$ cat src/rtl/debounce_pkg.sv
// Shared constants and helpers for the push-button debouncer array.
// Default timings assume a 50 MHz clock with tick_en tied high.
package debounce_pkg;

  localparam int unsigned DB_CYCLES_DEF  = 500_000;
  localparam int unsigned RPT_DELAY_DEF  = 25_000_000;
  localparam int unsigned RPT_PERIOD_DEF = 5_000_000;

  // Counter width able to hold 0..n-1, never narrower than one bit
  function automatic int unsigned cnt_width(input int unsigned n);
    int unsigned w;
    w = $clog2(n);
    return (w < 1) ? 1 : w;
  endfunction

endpackage

$ cat src/rtl/btn_debounce_array_if.sv
// Button bus between the board pins, the debouncer array and the controller FSM.
interface btn_debounce_array_if #(
  parameter int unsigned N_CH = 4
);

  logic            tick_en;
  logic [N_CH-1:0] btn_in;
  logic [N_CH-1:0] btn_level;
  logic [N_CH-1:0] btn_press;
  logic [N_CH-1:0] btn_release;
  logic [N_CH-1:0] btn_repeat;
  logic            any_press;

  modport master (
    output tick_en, btn_in,
    input  btn_level, btn_press, btn_release, btn_repeat, any_press
  );

  modport slave (
    input  tick_en, btn_in,
    output btn_level, btn_press, btn_release, btn_repeat, any_press
  );

endinterface

$ cat src/rtl/debounce_channel.sv
// One debounced button: 2-FF sync, stability counter, clean level, press/release pulses.
// DEBOUNCE_REPEAT_EN adds a hold counter that emits auto-repeat pulses while pressed.
module debounce_channel
  import debounce_pkg::*;
#(
  parameter int unsigned DB_CYCLES  = DB_CYCLES_DEF,
  parameter bit          ACTIVE_LOW = 1'b0,
  parameter int unsigned RPT_DELAY  = RPT_DELAY_DEF,
  parameter int unsigned RPT_PERIOD = RPT_PERIOD_DEF
) (
  input  logic CLK,
  input  logic RST,
  input  logic tick_en,
  input  logic pin,
  output logic level,
  output logic press,
  output logic rel,
  output logic rpt,
  output logic press_c
);

  localparam int unsigned     CW       = cnt_width(DB_CYCLES);
  localparam logic [CW-1:0]   CNT_LAST = CW'(DB_CYCLES - 1);

  logic          s1, s2;
  logic [CW-1:0] cnt, cnt_nxt;
  logic          level_nxt, press_nxt, rel_nxt;

  // A differing sample only counts on ticks; any return to the stable value clears
  always_comb begin
    cnt_nxt   = cnt;
    level_nxt = level;
    press_nxt = 1'b0;
    rel_nxt   = 1'b0;
    if (s2 == level) begin
      cnt_nxt = '0;
    end else if (tick_en) begin
      if (cnt == CNT_LAST) begin
        level_nxt = s2;
        cnt_nxt   = '0;
        press_nxt = s2;
        rel_nxt   = ~s2;
      end else begin
        cnt_nxt = cnt + CW'(1);
      end
    end
  end

  always_ff @(posedge CLK or posedge RST) begin
    if (RST) begin
      s1    <= 1'b0;
      s2    <= 1'b0;
      cnt   <= '0;
      level <= 1'b0;
      press <= 1'b0;
      rel   <= 1'b0;
    end else begin
      s1    <= pin ^ ACTIVE_LOW;
      s2    <= s1;
      cnt   <= cnt_nxt;
      level <= level_nxt;
      press <= press_nxt;
      rel   <= rel_nxt;
    end
  end

  assign press_c = press_nxt;

`ifdef DEBOUNCE_REPEAT_EN
  localparam int unsigned   HW          = cnt_width(RPT_DELAY);
  localparam logic [HW-1:0] HOLD_LAST   = HW'(RPT_DELAY - 1);
  localparam logic [HW-1:0] HOLD_RELOAD = HW'(RPT_DELAY - RPT_PERIOD);

  logic [HW-1:0] hold, hold_nxt;
  logic          rpt_nxt;

  // Reload after each repeat so later repeats come every RPT_PERIOD ticks
  always_comb begin
    hold_nxt = hold;
    rpt_nxt  = 1'b0;
    if (!(level && level_nxt)) begin
      hold_nxt = '0;
    end else if (tick_en) begin
      if (hold == HOLD_LAST) begin
        rpt_nxt  = 1'b1;
        hold_nxt = HOLD_RELOAD;
      end else begin
        hold_nxt = hold + HW'(1);
      end
    end
  end

  always_ff @(posedge CLK or posedge RST) begin
    if (RST) begin
      hold <= '0;
      rpt  <= 1'b0;
    end else begin
      hold <= hold_nxt;
      rpt  <= rpt_nxt;
    end
  end
`else
  assign rpt = 1'b0;
`endif

endmodule

$ cat src/rtl/btn_debounce_array.sv
// N-channel push-button debouncer between the board pins and the controller FSM.
// Define DEBOUNCE_REPEAT_EN to enable per-channel auto-repeat pulses.
module btn_debounce_array
  import debounce_pkg::*;
#(
  parameter int unsigned N_CH       = 4,
  parameter int unsigned DB_CYCLES  = DB_CYCLES_DEF,
  parameter bit          ACTIVE_LOW = 1'b0,
  parameter int unsigned RPT_DELAY  = RPT_DELAY_DEF,
  parameter int unsigned RPT_PERIOD = RPT_PERIOD_DEF
) (
  input logic                 CLK,
  input logic                 RST,
  btn_debounce_array_if.slave bus
);

  logic [N_CH-1:0] level_w, press_w, rel_w, rpt_w, press_c;
  logic            any_press_q;

  for (genvar i = 0; i < N_CH; i++) begin : g_ch
    debounce_channel #(
      .DB_CYCLES  (DB_CYCLES),
      .ACTIVE_LOW (ACTIVE_LOW),
      .RPT_DELAY  (RPT_DELAY),
      .RPT_PERIOD (RPT_PERIOD)
    ) u_ch (
      .CLK     (CLK),
      .RST     (RST),
      .tick_en (bus.tick_en),
      .pin     (bus.btn_in[i]),
      .level   (level_w[i]),
      .press   (press_w[i]),
      .rel     (rel_w[i]),
      .rpt     (rpt_w[i]),
      .press_c (press_c[i])
    );
  end

  // Registered from the next-cycle press bits so it lines up with btn_press
  always_ff @(posedge CLK or posedge RST) begin
    if (RST) begin
      any_press_q <= 1'b0;
    end else begin
      any_press_q <= |press_c;
    end
  end

  assign bus.btn_level   = level_w;
  assign bus.btn_press   = press_w;
  assign bus.btn_release = rel_w;
  assign bus.btn_repeat  = rpt_w;
  assign bus.any_press   = any_press_q;

endmodule

$ cat src/flat_wrapper.sv
// flat-port wrapper written by rule: the top's interface ports become plain ports
module btn_debounce_array_flat import debounce_pkg::*;
#(
  parameter int unsigned N_CH       = 4,
  parameter int unsigned DB_CYCLES  = DB_CYCLES_DEF,
  parameter bit          ACTIVE_LOW = 1'b0,
  parameter int unsigned RPT_DELAY  = RPT_DELAY_DEF,
  parameter int unsigned RPT_PERIOD = RPT_PERIOD_DEF
)
  (CLK, RST, bus_tick_en, bus_btn_in, bus_btn_level, bus_btn_press, bus_btn_release, bus_btn_repeat, bus_any_press);
  btn_debounce_array_if #(.N_CH(N_CH)) bus_i ();
  input logic CLK;
  input logic RST;
  input wire logic [$bits(bus_i.tick_en)-1:0] bus_tick_en;
  input wire logic [$bits(bus_i.btn_in)-1:0] bus_btn_in;
  output wire logic [$bits(bus_i.btn_level)-1:0] bus_btn_level;
  output wire logic [$bits(bus_i.btn_press)-1:0] bus_btn_press;
  output wire logic [$bits(bus_i.btn_release)-1:0] bus_btn_release;
  output wire logic [$bits(bus_i.btn_repeat)-1:0] bus_btn_repeat;
  output wire logic [$bits(bus_i.any_press)-1:0] bus_any_press;
  assign bus_i.tick_en = bus_tick_en;
  assign bus_i.btn_in = bus_btn_in;
  assign bus_btn_level = bus_i.btn_level;
  assign bus_btn_press = bus_i.btn_press;
  assign bus_btn_release = bus_i.btn_release;
  assign bus_btn_repeat = bus_i.btn_repeat;
  assign bus_any_press = bus_i.any_press;
  btn_debounce_array #(.N_CH(N_CH), .DB_CYCLES(DB_CYCLES), .ACTIVE_LOW(ACTIVE_LOW), .RPT_DELAY(RPT_DELAY), .RPT_PERIOD(RPT_PERIOD)) u_core (.CLK(CLK), .RST(RST), .bus(bus_i));
endmodule
$ cat config.mk
export PLATFORM = sky130hd
export DESIGN_NAME = btn_debounce_array_flat
export DESIGN_NICKNAME = d
export VERILOG_FILES = /design/src/rtl/debounce_pkg.sv /design/src/rtl/btn_debounce_array_if.sv /design/src/rtl/debounce_channel.sv /design/src/rtl/btn_debounce_array.sv /design/src/flat_wrapper.sv
export SDC_FILE = /design/constraint.sdc
export NUM_CORES = 1
export LEC_CHECK = 0
export ABC_AREA = 1
export ABC_CLOCK_PERIOD_IN_PS = 4240
export CELL_PAD_IN_SITES_DETAIL_PLACEMENT = 0
export CELL_PAD_IN_SITES_GLOBAL_PLACEMENT = 2
export CORE_MARGIN = 3
export CORE_UTILIZATION = 35
export DETAILED_ROUTE_END_ITERATION = 6
export DONT_BUFFER_PORTS = 1
export PLACE_DENSITY_LB_ADDON = 0.1
export SYNTH_ARGS = -nofsm -noshare
export SYNTH_HDL_FRONTEND = slang
export SYNTH_HIERARCHICAL = 1
export SYNTH_SLANG_ARGS = --single-unit
$ cat constraint.sdc
create_clock -name CLK -period 4.24 [get_ports CLK]
set_input_delay 1.272 -clock CLK [delete_from_list [all_inputs] [get_ports CLK]]
set_output_delay 1.272 -clock CLK [all_outputs]
set_load 0.005 [all_outputs]
==> results_tabular.tex <==
\begin{tabular}{lr}
\hline
Metric & Value \\
\hline
\multicolumn{2}{l}{\textbf{Run status}} \\
\quad Result of the run & complete, no violations \\
\multicolumn{2}{l}{\textbf{Die}} \\
\quad Core Footprint & about 0.015 mm\^{}2 \\
\quad Starting Density & a little over a third \\
\quad Die Area & 0.0173 mm\^{}2 \\
\quad Die span in y & roughly 130 um \\
\quad Die Wd & roughly 130 um \\
\quad Io pins & 24 \\
\quad Std cell rows & 45 \\
\multicolumn{2}{l}{\textbf{Setup path}} \\
\quad Data required, critical path & 4480 ps \\
\quad End of the worst register-to-register path & u\_core/bus.any\_press \\
\quad CP arrival & roughly 2400 ps \\
\quad Type of the worst setup path & input pin to flop \\
\quad Worst Setup EP & u\_core/g\_ch[2].u\_ch/cnt[18] \\
\quad Type of destination of the critical path & flop \\
\quad R2R Setup Slk & 2310 ps \\
\quad Cell count of the worst reg-to-reg path & 9 \\
\quad Timing startpoint of the critical path & bus\_tick\_en \\
\quad Largest fanout on the critical path & 24 \\
\quad Critical path startpoint category & input pin \\
\quad Critical R2R Launch & u\_core/g\_ch[0].u\_ch/cnt[0] \\
\multicolumn{2}{l}{\textbf{Synthesis}} \\
\quad Commonest register cell after synthesis & dfrtp\_1 \\
\quad Synthesis warning total & 6 \\
\quad Mapped cell area & 0.00553 mm\^{}2 \\
\quad Post-synthesis async set-or-reset flop share & between 90\% and 100\% \\
\quad Most area-consuming cells after synthesis & dfrtp\_1 (44\%), nand2\_1 (12\%), nor2\_1 (12\%) \\
\quad Area fraction of the dominant cell type after synthesis & 43.9\% \\
\quad Synthesized flop and latch total & between 90 and 100 \\
\quad Number of standard cells after synthesis & around 790 \\
\quad Number of unique standard cell types used by synthesis & 20 \\
\quad Cell taking the most area after synthesis & dfrtp\_1 \\
\quad Mapped Nets & 796 \\
\quad Mean instance size in the synthesized netlist & 7.04 um\^{}2 \\
\quad Number of enable flip-flop cells after synthesis & 0 \\
\quad Post-synth top cells & nand2\_1 (177), nor2\_1 (170), inv\_1 (101) \\
\quad Cell with the most instances after synthesis & nand2\_1 \\
\quad Share of synthesized area occupied by flip-flops and latches & 43.9\% \\
\multicolumn{2}{l}{\textbf{Drt}} \\
\quad Number of violations reported at the end of detailed-routing iteration 0 & between 200 and 300 \\
\quad Remaining DRCs & 0 \\
\quad DRT antenna net count & 0 \\
\quad WL final & $\sim$14 mm \\
\quad Vias per inst & around 4.7 \\
\quad Per-cell routed wire length & approximately 14 um \\
\quad Drt first pass iters & 5 \\
\quad Number of vias in the routed layout & $\sim$4.8k \\
\multicolumn{2}{l}{\textbf{CTS}} \\
\quad Hold-fix buffer count after cts & 0 \\
\quad Clock insertion delay at the later pin of the skew report & 350 ps \\
\quad Maximum buffer depth of the clock tree & 2 \\
\quad Level count of the clock H-tree & 3 \\
\quad CTS tree & built \\
\quad Clk Tree Root Cell & clkbuf\_16 \\
\quad Postcts setup bufs & 0 \\
\quad Number of clock sinks & 97 \\
\quad Reg clk slew, reported paths & around 70 ps \\
\quad Quantity of gates resized following cts & 0 \\
\quad Clock buffer count from CTS & 9 \\
\multicolumn{2}{l}{\textbf{Timing}} \\
\quad Final critical-path setup slack & 2100 ps \\
\quad Final worst-path cycle share & about half \\
\quad Post-layout minimum cycle time & around 2100 ps \\
\quad Accumulated negative setup slack & 0 ps \\
\quad Final Setup Violations & 0 \\
\quad Highest attainable clock frequency & between 0.4 and 0.5 GHz \\
\quad Number of hold-slack violations in the final timing report & 0 \\
\quad Max transition margin & 34.7\% \\
\quad RSZ-0062 raised after global routing & no \\
\quad Worst Tran Pin Value & a little under 1000 ps \\
\quad Max Slew Vio Count & 0 \\
\quad Final clock skew & 10.1 ps \\
\multicolumn{2}{l}{\textbf{Place}} \\
\quad Final HPWL DP & slightly above 10 mm \\
\quad Number of instances in the placed design & just under 1k \\
\quad Worst setup slack before clock tree synthesis & between 1500 and 2000 ps \\
\quad Input/output buffers & 0 \\
\quad Last weighted congestion value of the routability-driven placer & between 0.7 and 0.8 \\
\multicolumn{2}{l}{\textbf{GRT}} \\
\quad Number of global-route vias before repair & approximately 4.5k \\
\quad Maximum number of pins on one net before global-route repair & 25 \\
\quad Sum of overflow across all layers after global routing & 0 \\
\quad Antenna violations before repair & 0 \\
\quad Overall global routing resource usage & 16.5\% \\
\quad First-pass GRT wire length & $\sim$23 mm \\
\multicolumn{2}{l}{\textbf{Cells and area}} \\
\quad Fraction of final layout cells with drive strength greater than 1 & 5.93\% \\
\quad Number of standard cells in the final layout excluding fillers & roughly 1k \\
\quad Antenna Diode Count & 0 \\
\quad Area growth from synthesis to layout & 9.91\% \\
\quad Final-stage net count & $\sim$800 \\
\multicolumn{2}{l}{\textbf{Flow run}} \\
\quad Reported max-cap violation count & 0 \\
\multicolumn{2}{l}{\textbf{Power}} \\
\quad Portion of total power attributed to combinational logic & 3.8\% \\
\quad Relative contribution of the clock network to total power & 48.4\% \\
\quad P per Cell Area & 325 mW/mm\^{}2 \\
\quad Internal power & $\sim$0.0015 W \\
\quad Switching Share & 22.5\% \\
\quad Leakage power of the design & approximately 2.6 nW \\
\quad Sequential fraction of design power & 47.9\% \\
\quad Switching pwr & 0.000445 W \\
\quad Maximum vdd ir drop & between 0.15 and 0.2 mV \\
\multicolumn{2}{l}{\textbf{Hold path}} \\
\quad Hold/Removal Path Class & flop to flop \\
\hline
\end{tabular}
-- placed cells by master (no fill, tap or decap), drive strengths merged --
| master | count |
|---|---|
| nand3 | 80 |
| o21ai | 12 |
| clkinv | 5 |
| nand2 | 189 |
| a21oi | 12 |
| nor2 | 190 |
| nor3 | 36 |
| ha | 4 |
| dfrtp | 97 |
| bufinv | 3 |
| nand4 | 24 |
| a31oi | 4 |
| xor2 | 16 |
| clkbuf | 10 |
| inv | 102 |
| and3 | 4 |
| conb | 4 |
| clkinvlp | 1 |
-- power by group through the flow --
stage	Combinational (W)	Clock [W]	Sequential, W
final	0.0000745	0.000956	0.000946
after floorplan	0.0000622	0	0.000961
after detailed placement	0.0000771	0	0.000964
after global placement	0.0000769	0	0.000964
after CTS	0.0000775	0.000986	0.000946
after global routing	0.0000882	0.00102	0.000948
-- flip-flops by register name (all words and copies together), names as in the netlist --
name and flops:
u_core/g_ch.u_ch/cnt 76, u_core/g_ch.u_ch/level 4, u_core/g_ch.u_ch/press 4, u_core/g_ch.u_ch/rel 4, u_core/g_ch.u_ch/s1 4, u_core/g_ch.u_ch/s2 4, u_core/bus.any_press 1
-- layer usage --
metal	vias to the layer above	track usage, %	wire, um
li1	2473	-	-
met1	2212	22.4	6580
met2	64	26.5	6320
met3	18	2.72	424
met4	0	6.07	259
met5	-	0	0
-- cell type report --
cell class                 instances  area (um^2)
fill                            1654         9240
tap                              211          264
clock buffer                      10          229
clock inverter                     6          115
inverter                         105          394
sequential                        97         2430
multi-input combinational        575         2650
-- worst max-delay path, cell delays in order --
cell	delay (ps)
inv_1	30
nand3_1	370
inv_1	250
nor2_2	210
nand3_1	100
nand3_1	80
nor2_1	50
-- worst min path at each step --
stage                                start                      to  slack, ps  depth (start not counted)
floorplan           u_core/g_ch[0].u_ch/s1  u_core/g_ch[0].u_ch/s2        330                          0
global placement    u_core/g_ch[1].u_ch/s1  u_core/g_ch[1].u_ch/s2        330                          0
detailed placement  u_core/g_ch[2].u_ch/s1  u_core/g_ch[2].u_ch/s2        330                          0
CTS                 u_core/g_ch[2].u_ch/s1  u_core/g_ch[2].u_ch/s2        350                          0
global route        u_core/g_ch[1].u_ch/s1  u_core/g_ch[1].u_ch/s2        370                          0
finish              u_core/g_ch[2].u_ch/s1  u_core/g_ch[2].u_ch/s2        350                          0
-- per-stage QoR --
step | power, W | cell area [um^2] | hold slack (ps) | util [%]
after floorplan | 0.00102 | 5530 | 331 | -
after global placement | 0.00104 | 5730 | 332 | 37.4
after detailed placement | 0.00104 | 5730 | 335 | 37.4
after CTS | 0.00201 | 6080 | 350 | 39.7
after global routing | 0.00206 | 6080 | 369 | 39.7
final | 0.00198 | 6080 | 348 | 39.7
-- kinds of logic after synthesis --
family | Yosys count | share of synthesized area (%)
buf+inv | 113 | 8.21
fa+ha+maj | 4 | 0.905
other cells | 4 | 0.271
xor+xnor | 16 | 2.53
simple gates | 523 | 41.6
flops | 97 | 43.9
compound gates | 28 | 2.62
No activity file was read; power rests on OpenSTA's default activity.
